`config.mk`:
```
export PLATFORM = sky130hd
export DESIGN_NAME = gb_alu_addsub_pipe
export DESIGN_NICKNAME = d
export VERILOG_FILES = /design/src/rtl/gb_alu_pkg.sv /design/src/rtl/gb_alu_cla_seg.sv /design/src/rtl/gb_alu_addsub_pipe.sv
export SDC_FILE = /design/constraint.sdc
export NUM_CORES = 1
export LEC_CHECK = 0
export ABC_CLOCK_PERIOD_IN_PS = 2100
export BUFFER_PORTS_ARGS = -buffer_cell sky130_fd_sc_hd__buf_2
export CELL_PAD_IN_SITES_DETAIL_PLACEMENT = 1
export CELL_PAD_IN_SITES_GLOBAL_PLACEMENT = 1
export CORE_ASPECT_RATIO = 1.75
export CORE_MARGIN = 4
export CORE_UTILIZATION = 38
export CTS_CLUSTER_SIZE = 28
export DETAILED_ROUTE_END_ITERATION = 10
export PLACE_DENSITY_LB_ADDON = 0.1
export SETUP_SLACK_MARGIN = 0.3
export SKIP_CTS_REPAIR_TIMING = 1
export SYNTH_ARGS = -nofsm -noshare
export SYNTH_HDL_FRONTEND = slang
export SYNTH_SLANG_ARGS = --single-unit
```
`constraint.sdc`:
```
create_clock -name i_clk -period 2.1 [get_ports i_clk]
set_input_delay 0.42 -clock i_clk [delete_from_list [all_inputs] [get_ports i_clk]]
set_output_delay 0.42 -clock i_clk [all_outputs]
set_load 0.02 [all_outputs]
```
`src/rtl/gb_alu_pkg.sv`:
```
// gb_alu_pkg -- shared types, parameter limits and the 4-bit CLA slice
// used by the pipelined add/sub ALU.
//   flags_t : result flag bundle {z, sub, hc, c}
//   cla4()  : 4-bit carry-lookahead slice, returns {carry_out, sum[3:0]}
package gb_alu_pkg;

  localparam int WIDTH_MIN  = 8;
  localparam int WIDTH_MAX  = 64;
  localparam int STAGES_MIN = 1;
  localparam int STAGES_MAX = 4;
  localparam int SLICE_W    = 4;

  typedef struct packed {
    logic z;
    logic sub;
    logic hc;
    logic c;
  } flags_t;

  // Flat two-level lookahead: every carry is a function of g/p and ci only.
  function automatic logic [4:0] cla4(input logic [3:0] a, input logic [3:0] b, input logic ci);
    logic [3:0] g;
    logic [3:0] p;
    logic [4:0] c;
    g    = a & b;
    p    = a ^ b;
    c[0] = ci;
    c[1] = g[0] | (p[0] & c[0]);
    c[2] = g[1] | (p[1] & g[0]) | (p[1] & p[0] & c[0]);
    c[3] = g[2] | (p[2] & g[1]) | (p[2] & p[1] & g[0]) | (p[2] & p[1] & p[0] & c[0]);
    c[4] = g[3] | (p[3] & g[2]) | (p[3] & p[2] & g[1]) | (p[3] & p[2] & p[1] & g[0])
         | (p[3] & p[2] & p[1] & p[0] & c[0]);
    return {c[4], p ^ c[3:0]};
  endfunction

endpackage

```
`src/rtl/gb_alu_cla_seg.sv`:
```
// gb_alu_cla_seg -- combinational SEG_W-bit adder segment built from 4-bit
// CLA slices.
//   a, b : segment operands (b already conditioned for subtract)
//   ci   : carry into the segment
//   s    : segment sum
//   co   : carry out of the segment
//   c4   : carry out of the lowest 4-bit slice (half carry source)
module gb_alu_cla_seg
  import gb_alu_pkg::*;
#(
  parameter int SEG_W = 8
) (
  input  logic [SEG_W-1:0] a,
  input  logic [SEG_W-1:0] b,
  input  logic             ci,
  output logic [SEG_W-1:0] s,
  output logic             co,
  output logic             c4
);

  localparam int NSL = SEG_W / SLICE_W;

  logic [NSL:0] carry;

  assign carry[0] = ci;

  genvar gi;
  generate
    for (gi = 0; gi < NSL; gi++) begin : g_slice
      logic [4:0] slice_res;
      assign slice_res                = cla4(a[gi*SLICE_W +: SLICE_W], b[gi*SLICE_W +: SLICE_W], carry[gi]);
      assign s[gi*SLICE_W +: SLICE_W] = slice_res[3:0];
      assign carry[gi+1]              = slice_res[4];
    end
  endgenerate

  assign co = carry[NSL];
  assign c4 = carry[1];

endmodule

```
`src/rtl/gb_alu_addsub_pipe.sv`:
```
// gb_alu_addsub_pipe -- pipelined WIDTH-bit add/subtract with valid/ready
// handshake on both sides. Stage k adds operand segment k; the segment carry
// and the untouched upper operand bits travel with the beat to stage k+1.
//   i_clk, i_rst      : clock, asynchronous active-high reset
//   i_valid, o_ready  : input handshake
//   i_a, i_b, i_c     : operands and carry/borrow in
//   i_sub             : 0 = a+b+c, 1 = a-b-c
//   o_valid, i_ready  : output handshake
//   o_s               : result (mod 2^WIDTH)
//   o_c, o_hc         : carry/borrow out of MSB and of bit 3
//   o_z, o_v          : zero and signed overflow
module gb_alu_addsub_pipe
  import gb_alu_pkg::*;
#(
  parameter int WIDTH  = 16,
  parameter int STAGES = 2
) (
  input  logic             i_clk,
  input  logic             i_rst,
  input  logic             i_valid,
  output logic             o_ready,
  input  logic [WIDTH-1:0] i_a,
  input  logic [WIDTH-1:0] i_b,
  input  logic             i_c,
  input  logic             i_sub,
  output logic             o_valid,
  input  logic             i_ready,
  output logic [WIDTH-1:0] o_s,
  output logic             o_c,
  output logic             o_hc,
  output logic             o_z,
  output logic             o_v
);

  localparam int SEG_W = WIDTH / STAGES;
  localparam int LAST  = STAGES - 1;

  generate
    if (WIDTH < WIDTH_MIN || WIDTH > WIDTH_MAX || (WIDTH % SLICE_W) != 0 ||
        STAGES < STAGES_MIN || STAGES > STAGES_MAX || (WIDTH % STAGES) != 0 ||
        ((WIDTH / STAGES) % SLICE_W) != 0) begin : g_bad_params
      $error("gb_alu_addsub_pipe: illegal WIDTH/STAGES combination");
    end
  endgenerate

  // Per-stage registers; b_reg holds b' (already inverted in sub mode), carries are raw.
  logic [STAGES-1:0]            valid_reg, c_reg, hc_reg, sub_reg;
  logic [STAGES-1:0][WIDTH-1:0] a_reg, b_reg, s_reg;

  // Per-stage inputs (from ports or previous stage) and computed next values.
  logic [STAGES-1:0]            vld_in, cin, hc_in, sub_in, c_next, hc_next, c4;
  logic [STAGES-1:0]            load, unload;
  logic [STAGES-1:0][WIDTH-1:0] a_in, b_in, s_in, s_next;

  genvar gi;
  generate
    for (gi = 0; gi < STAGES; gi++) begin : g_stage
      logic [SEG_W-1:0] seg_s;
      logic [WIDTH-1:0] sum_merge;

      if (gi == 0) begin : g_head
        // Subtract as a + ~b + ~c so the adder never changes.
        assign vld_in[gi] = i_valid;
        assign a_in[gi]   = i_a;
        assign b_in[gi]   = i_sub ? ~i_b : i_b;
        assign cin[gi]    = i_c ^ i_sub;
        assign s_in[gi]   = '0;
        assign hc_in[gi]  = 1'b0;
        assign sub_in[gi] = i_sub;
      end else begin : g_body
        assign vld_in[gi] = valid_reg[gi-1];
        assign a_in[gi]   = a_reg[gi-1];
        assign b_in[gi]   = b_reg[gi-1];
        assign cin[gi]    = c_reg[gi-1];
        assign s_in[gi]   = s_reg[gi-1];
        assign hc_in[gi]  = hc_reg[gi-1];
        assign sub_in[gi] = sub_reg[gi-1];
      end

      // A stage empties when its beat moves on; it loads when empty or emptying.
      if (gi == LAST) begin : g_tail
        assign unload[gi] = valid_reg[gi] & i_ready;
      end else begin : g_mid
        assign unload[gi] = valid_reg[gi] & load[gi+1];
      end
      assign load[gi] = ~valid_reg[gi] | unload[gi];

      gb_alu_cla_seg #(
        .SEG_W(SEG_W)
      ) u_seg (
        .a (a_in[gi][gi*SEG_W +: SEG_W]),
        .b (b_in[gi][gi*SEG_W +: SEG_W]),
        .ci(cin[gi]),
        .s (seg_s),
        .co(c_next[gi]),
        .c4(c4[gi])
      );

      always_comb begin
        sum_merge                     = s_in[gi];
        sum_merge[gi*SEG_W +: SEG_W]  = seg_s;
      end
      assign s_next[gi] = sum_merge;

      // Bit 3 always lives in segment 0; later stages just forward it.
      assign hc_next[gi] = (gi == 0) ? c4[gi] : hc_in[gi];
    end
  endgenerate

  always_ff @(posedge i_clk or posedge i_rst) begin
    if (i_rst) begin
      valid_reg <= '0;
      c_reg     <= '0;
      hc_reg    <= '0;
      sub_reg   <= '0;
      a_reg     <= '0;
      b_reg     <= '0;
      s_reg     <= '0;
    end else begin
      for (int k = 0; k < STAGES; k++) begin
        if (load[k]) begin
          valid_reg[k] <= vld_in[k];
          if (vld_in[k]) begin
            a_reg[k]   <= a_in[k];
            b_reg[k]   <= b_in[k];
            s_reg[k]   <= s_next[k];
            c_reg[k]   <= c_next[k];
            hc_reg[k]  <= hc_next[k];
            sub_reg[k] <= sub_in[k];
          end
        end
      end
    end
  end

  // Borrow semantics in sub mode: report inverted raw carries.
  flags_t flags;
  assign flags = '{z:   ~|s_reg[LAST],
                   sub: sub_reg[LAST],
                   hc:  hc_reg[LAST] ^ sub_reg[LAST],
                   c:   c_reg[LAST] ^ sub_reg[LAST]};

  assign o_ready = load[0];
  assign o_valid = valid_reg[LAST];
  assign o_s     = s_reg[LAST];
  assign o_c     = flags.c;
  assign o_hc    = flags.hc;
  assign o_z     = flags.z;
  assign o_v     = (a_reg[LAST][WIDTH-1] == b_reg[LAST][WIDTH-1]) &
                   (s_reg[LAST][WIDTH-1] != a_reg[LAST][WIDTH-1]);

  // Operand bits below the active segment and unused slice carries are dead by design.
  logic unused_bits;
  assign unused_bits = ^{a_reg, b_reg, s_reg, hc_in, c4, flags.sub};

endmodule

```
# Word level (Yosys, flattened, before mapping)
# Cells that the tools add are included.
[classes] bitwise_logic=127 n_eq_ne=2 n_reduce_logical=4 muxes=1
[op_table] operator="AND 1 bit" count=67
[op_table] operator="bitwise OR 1 bit" count=42
[op_table] operator="XOR 4 bit" count=8
[op_table] operator="AND 4 bit" count=4
[op_table] operator="two-way mux 16 bit" count=1
[op_table] operator="NOT 16 bit" count=1
[op_table] operator="OR reduction 16 bit" count=1
[op_table] operator="AND reduction 2 bit" count=2
[op_table] operator="XOR 1 bit" count=3
[op_table] operator="NOT 1 bit" count=2
[op_table] operator="== test 1 bit" count=1
[op_table] operator="zero test 1 bit" count=1
[op_table] operator="inequality test 1 bit" count=1
[word_totals] out_inout_bits=22 register_bits=96

# Logic depth before layout (Yosys ltp)
[depth] word_depth=11 ltp_mapped=10 ltp_nobuf=8

# Hierarchy
# Synthesis repeated with hierarchy kept, for this count alone.
[unflattened] cells_unflattened=213 area_unflattened_um2=2870.3
[by_module_without_submodules] module="gb_alu_addsub_pipe" seq_area_each_um2=1251.2 cells_per_inst=139 area_each_um2=2232.1 instances=1
[by_module_without_submodules] module="gb_alu_cla_seg" seq_area_each_um2=0.0 cells_per_inst=37 area_each_um2=319.1 instances=2

# Worst setup path before layout
# Ideal clock, no wire load.
[synth_timing] kind="input to register" startpoint="in i_sub" endpoint="reg s_reg (netlist bit g_stage[1].sum_merge[5])" path_buffers=2 path_slack_ns=-0.361 arrival_ns=2.378 path_stages=10 path_cell_list="buf_6 buf_2 xor2_1 ha_1 nand3_1 o2111ai_2 a21oi_1 fa_1 xor2_1 o21ai_0"
[synth_via] elab_chain_cells=10 elab_cells_between_ends=20
[synth_lines] item="start: declaration" line="gb_alu_addsub_pipe.sv:25" source="input logic i_sub,"
[synth_lines] item="two-way mux 16 bit" line="gb_alu_addsub_pipe.sv:65" source="assign b_in[gi] = i_sub ? ~i_b : i_b;"
[synth_lines] item="XOR 4 bit / AND 4 bit (equally long branches)" line="gb_alu_pkg.sv:26, gb_alu_pkg.sv:25"
[synth_lines] item="AND 1 bit, on equally long branches" line="gb_alu_pkg.sv:31, gb_alu_pkg.sv:32"
[synth_lines] item="bitwise OR 1 bit (tied with other cells) (2 in series)" line="gb_alu_pkg.sv:31" source="c[4] = g[3] | (p[3] & g[2]) | (p[3] & p[2] & g[1]) | (p[3] & p[2] & p[1] & g[0])"
[synth_lines] item="bitwise OR 1 bit / AND 1 bit (equally long branches)" line="gb_alu_pkg.sv:31, gb_alu_pkg.sv:32"
[synth_lines] item="bitwise OR 1 bit" line="gb_alu_pkg.sv:32" source="| (p[3] & p[2] & p[1] & p[0] & c[0]);"
[synth_lines] item="AND 1 bit" line="gb_alu_pkg.sv:28" source="c[1] = g[0] | (p[0] & c[0]);"
[synth_lines] item="bitwise OR 1 bit" line="gb_alu_pkg.sv:28"
[synth_lines] item="XOR 4 bit (*)" line="gb_alu_pkg.sv:33" source="return {c[4], p ^ c[3:0]};"
[synth_lines] item="end signal: indexed assignment" line="gb_alu_addsub_pipe.sv:126" source="s_reg[k] <= s_next[k];"
[synth_lines] item="end: declaration" line="gb_alu_addsub_pipe.sv:48" source="logic [STAGES-1:0][WIDTH-1:0] a_reg, b_reg, s_reg;"
# Mark *: on every way between the ends. The rest lies on a longest branch, timed or not.
# A chain may end at the register's enable or synchronous reset.

# Worst setup path after layout
[layout_timing] startpoint="reg b_reg (netlist bit b_in[24])" endpoint="reg s_reg (netlist bit o_s[12])"
[layout_via] elab_chain_cells=5 elab_cells_between_ends=8
[layout_lines] item="start: declaration" line="gb_alu_addsub_pipe.sv:48"
[layout_lines] item="start signal: indexed assignment" line="gb_alu_addsub_pipe.sv:125" source="b_reg[k] <= b_in[k];"
[layout_lines] item="AND 4 bit / XOR 4 bit (equally long branches)" line="gb_alu_pkg.sv:25, gb_alu_pkg.sv:26"
[layout_lines] item="AND 1 bit, on equally long branches" line="gb_alu_pkg.sv:31, gb_alu_pkg.sv:32"
[layout_lines] item="bitwise OR 1 bit / AND 1 bit (equally long branches)" line="gb_alu_pkg.sv:31, gb_alu_pkg.sv:32"
[layout_lines] item="bitwise OR 1 bit (*)" line="gb_alu_pkg.sv:32"
[layout_lines] item="XOR 4 bit (*)" line="gb_alu_pkg.sv:33"
[layout_lines] item="via g_stage[1].seg_s[4]" line="gb_alu_addsub_pipe.sv:58" source="logic [SEG_W-1:0] seg_s;"
# The timed path passes the listed nets; every way through them passes the cells marked *.

==> impl_metrics.ini <==
[sta]
fin_skew_ns = 0.00586
setup_slack_ns = 0.0923
fmax_ghz = 0.498
max_slew_margin_pct = 57.7
worst_pin_slew_ns = 0.633
timing.final.crit_share_pct = 95.6
finalSetupViolCount = 0
rsz0062_at_grt = true
hold_viol_final = 0
slew_viol_final = 0
post-route-min-period_ns = 2.01

[final_layout]
finalInstanceArea_um2 = 3760
final_common_cell = buf_2
largest_reg_flops = 16
drive_above_1_share_pct = 45.9
seq_area_um2 = 1250
multi_input_area_um2 = 1640
final.fill_count = 764
final_nets = 390
syn2layout_area_growth_pct = 39.0
antenna_cells = 0
finalNonFillerCells = 417
final_cell_mix = buf_2 (56), dfrtp_1 (50), nand2_1 (34), buf_4 (25), mux2_2 (17)

[synth]
yosys_register_bits = 50
synth_adder_area_share_pct = 10.4
synthFlopType = dfrtp_1
ys_warn_count = 0
yosysSeqAreaShare_pct = 46.2
synth_top_family_by_area = compound AO/OA/AOI/OAI gates
syn-cell-area_um2 = 2710
syn_avg_cell_area_um2 = 11.1
synthMuxAreaShare_pct = 9.57
yosys.area_share.xor_xnor_pct = 10.1
yosys.area_share.simple_pct = 9.84
syn_inst = 245
synth_edf_count = 0
yosysUniqueCellTypes = 38
async_reset_ff_share_pct = 100
syn_nets = 303
synth-compound-area-share_pct = 11.4

[power_and_ir_drop]
netSwitchingPower_w = 0.00141
ir_drop_v = 0.000371
power_frac_seq_pct = 37.3
p_leak_nw = 1.72
p_sw_share_pct = 35.6
clock_power_share_pct = 22.6
p_int_w = 0.00255
power_frac_comb_pct = 40.1
power_density_nw_per_um2 = 1050
finalPower_w = 0.00397

[cts]
cts_tree = done
clk_latency_ns = 0.29
cts.sinks = 50
numCtsBuffers = 5
clkTransAtPathRegs_ns = 0.07
clk_path_buf_depth = 2
cts_root_buf = clkbuf_16
h-tree-depth = 2

[global_routing]
grt_max_degree = 32
grt_pass1_wl_um = 10600
track_usage_pct = 15.7
grt-ovfl-total = 0
antenna_found_initial = 0
grt_pass1_vias = 2232

[worst_setup_path]
crit_arrival_ns = 2.18
regToRegSetupSlack_ns = 0.09
path_max_fanout = 2
cp.required_ns = 2.28
crit_type = register to register
crit_chain = ha_4 > a211oi_4 > nor2_2 > o21ai_2 > nand2b_1 > fa_2 > mux2_2
crit_slowest_cell = dfrtp_1
slowest_delay_ns = 0.41
startpoint_type = register
endpoint_kind = register

[floorplanning]
core_um2 = 6910
row_count = 40
dieArea_um2 = 8590
start_util_pct = 39.2
io_pins = 60
die_h_um = 120
die_w_um = 71.8

[placement]
detailed_place_hpwl_um = 5040
dp.cells = 399
dpl_worst_slack_ns = -0.134
placed_area_um2 = 3240
place.gp.congestion = 0.755
io_buffer_count = 59

[worst_hold_path]
hold_class = primary input to asynchronous set/reset pin

[route]
drt-total-wl_um = 6650
drtIter0Drc = 61
drc = 0
antenna_left = 0
wire_per_inst_um = 15.9
first_pass_iters = 2
via_per_inst = 5.12
vias = 2134

[status]
status = finished clean

[flow_run]
drv_cap = 0
==> power by group through the flow <==
stage	combinational, W	sequential (W)	clock [W]
after floorplan	0.000720	0.00158	0
after global placement	0.00130	0.00146	0
after detailed placement	0.00134	0.00147	0
after CTS	0.00135	0.00145	0.000911
after global routing	0.00175	0.00152	0.000961
final	0.00159	0.00148	0.000897
==> cell families after synthesis <==
| family | Yosys count |
|---|---|
| buf+inv | 15 |
| fa+ha+maj | 20 |
| simple gates | 58 |
| xor+xnor | 29 |
| mux | 23 |
| compound gates | 50 |
| flops | 50 |
==> Yosys cell counts, types with 2 or more instances <==
| master | n | share of area (%) |
|---|---|---|
| a211oi_1 | 2 | 0.55 |
| a21o_1 | 2 | 0.55 |
| a21oi_1 | 8 | 1.5 |
| and4_1 | 2 | 0.65 |
| buf_2 | 4 | 0.74 |
| clkbuf_1 | 3 | 0.42 |
| dfrtp_1 | 50 | 46 |
| fa_1 | 4 | 3.0 |
| ha_1 | 16 | 7.4 |
| inv_1 | 7 | 0.97 |
| mux2_1 | 6 | 2.5 |
| mux2_2 | 17 | 7.1 |
| nand2_1 | 34 | 4.7 |
| nand2b_1 | 4 | 0.92 |
| nand3_1 | 5 | 0.92 |
| nor2_1 | 4 | 0.55 |
| nor4_1 | 5 | 1.2 |
| o21ai_0 | 18 | 3.3 |
| o21ai_1 | 9 | 1.7 |
| xnor2_1 | 14 | 4.5 |
| xor2_1 | 14 | 4.5 |
==> cell type report <==
cell class,count,area share [%]
inverter,7,0.698
tap,84,2.79
sequential,50,33.2
clock inverter,1,0.798
timing repair buffer,88,15.3
multi-input combinational,180,43.6
clock buffer,7,3.52
==> path summary, 6_finish.rpt <==
check / startpoint / endpoint / cells past startpoint
setup / recovery: b_in[24] / o_s[12] / 7
hold / removal: i_rst / a_in[31] / 2
setup reg to reg: b_in[24] / o_s[12] / 7
hold reg to reg: g_stage[1].sum_merge[0] / g_stage[1].sum_merge[0] / 2
max in group asynchronous: i_rst / o_s[15] / 3
min in group i_clk: i_a[9] / a_in[25] / 2
==> critical path, delay by kind of cell, from the launching register on <==
family / cells / cell delay [ns]
fa+ha+maj: 2 / 0.66
simple gates: 2 / 0.17
flops: 1 / 0.41
compound gates: 2 / 0.39
mux: 1 / 0.26
==> per-stage QoR <==
step                util, %  setup TNS, ns  hold WS [ns]
detailed placement     47.0         -0.378         0.471
global placement       47.0         -0.242         0.462
global route           54.5              0         0.267
floorplan                 -         -0.402         0.446
CTS                    49.3              0         0.233
finish                 54.5              0         0.216
==> routing by layer <==
layer / global-route usage, % / vias up / wire length (um)
met5: 0 / - / 0
li1: - / 1023 / -
met4: 5.65 / 0 / 135
met1: 17.0 / 1060 / 2470
met2: 29.0 / 42 / 3780
met3: 3.35 / 9 / 258
Note: power is estimated with default switching activity, not from simulation.
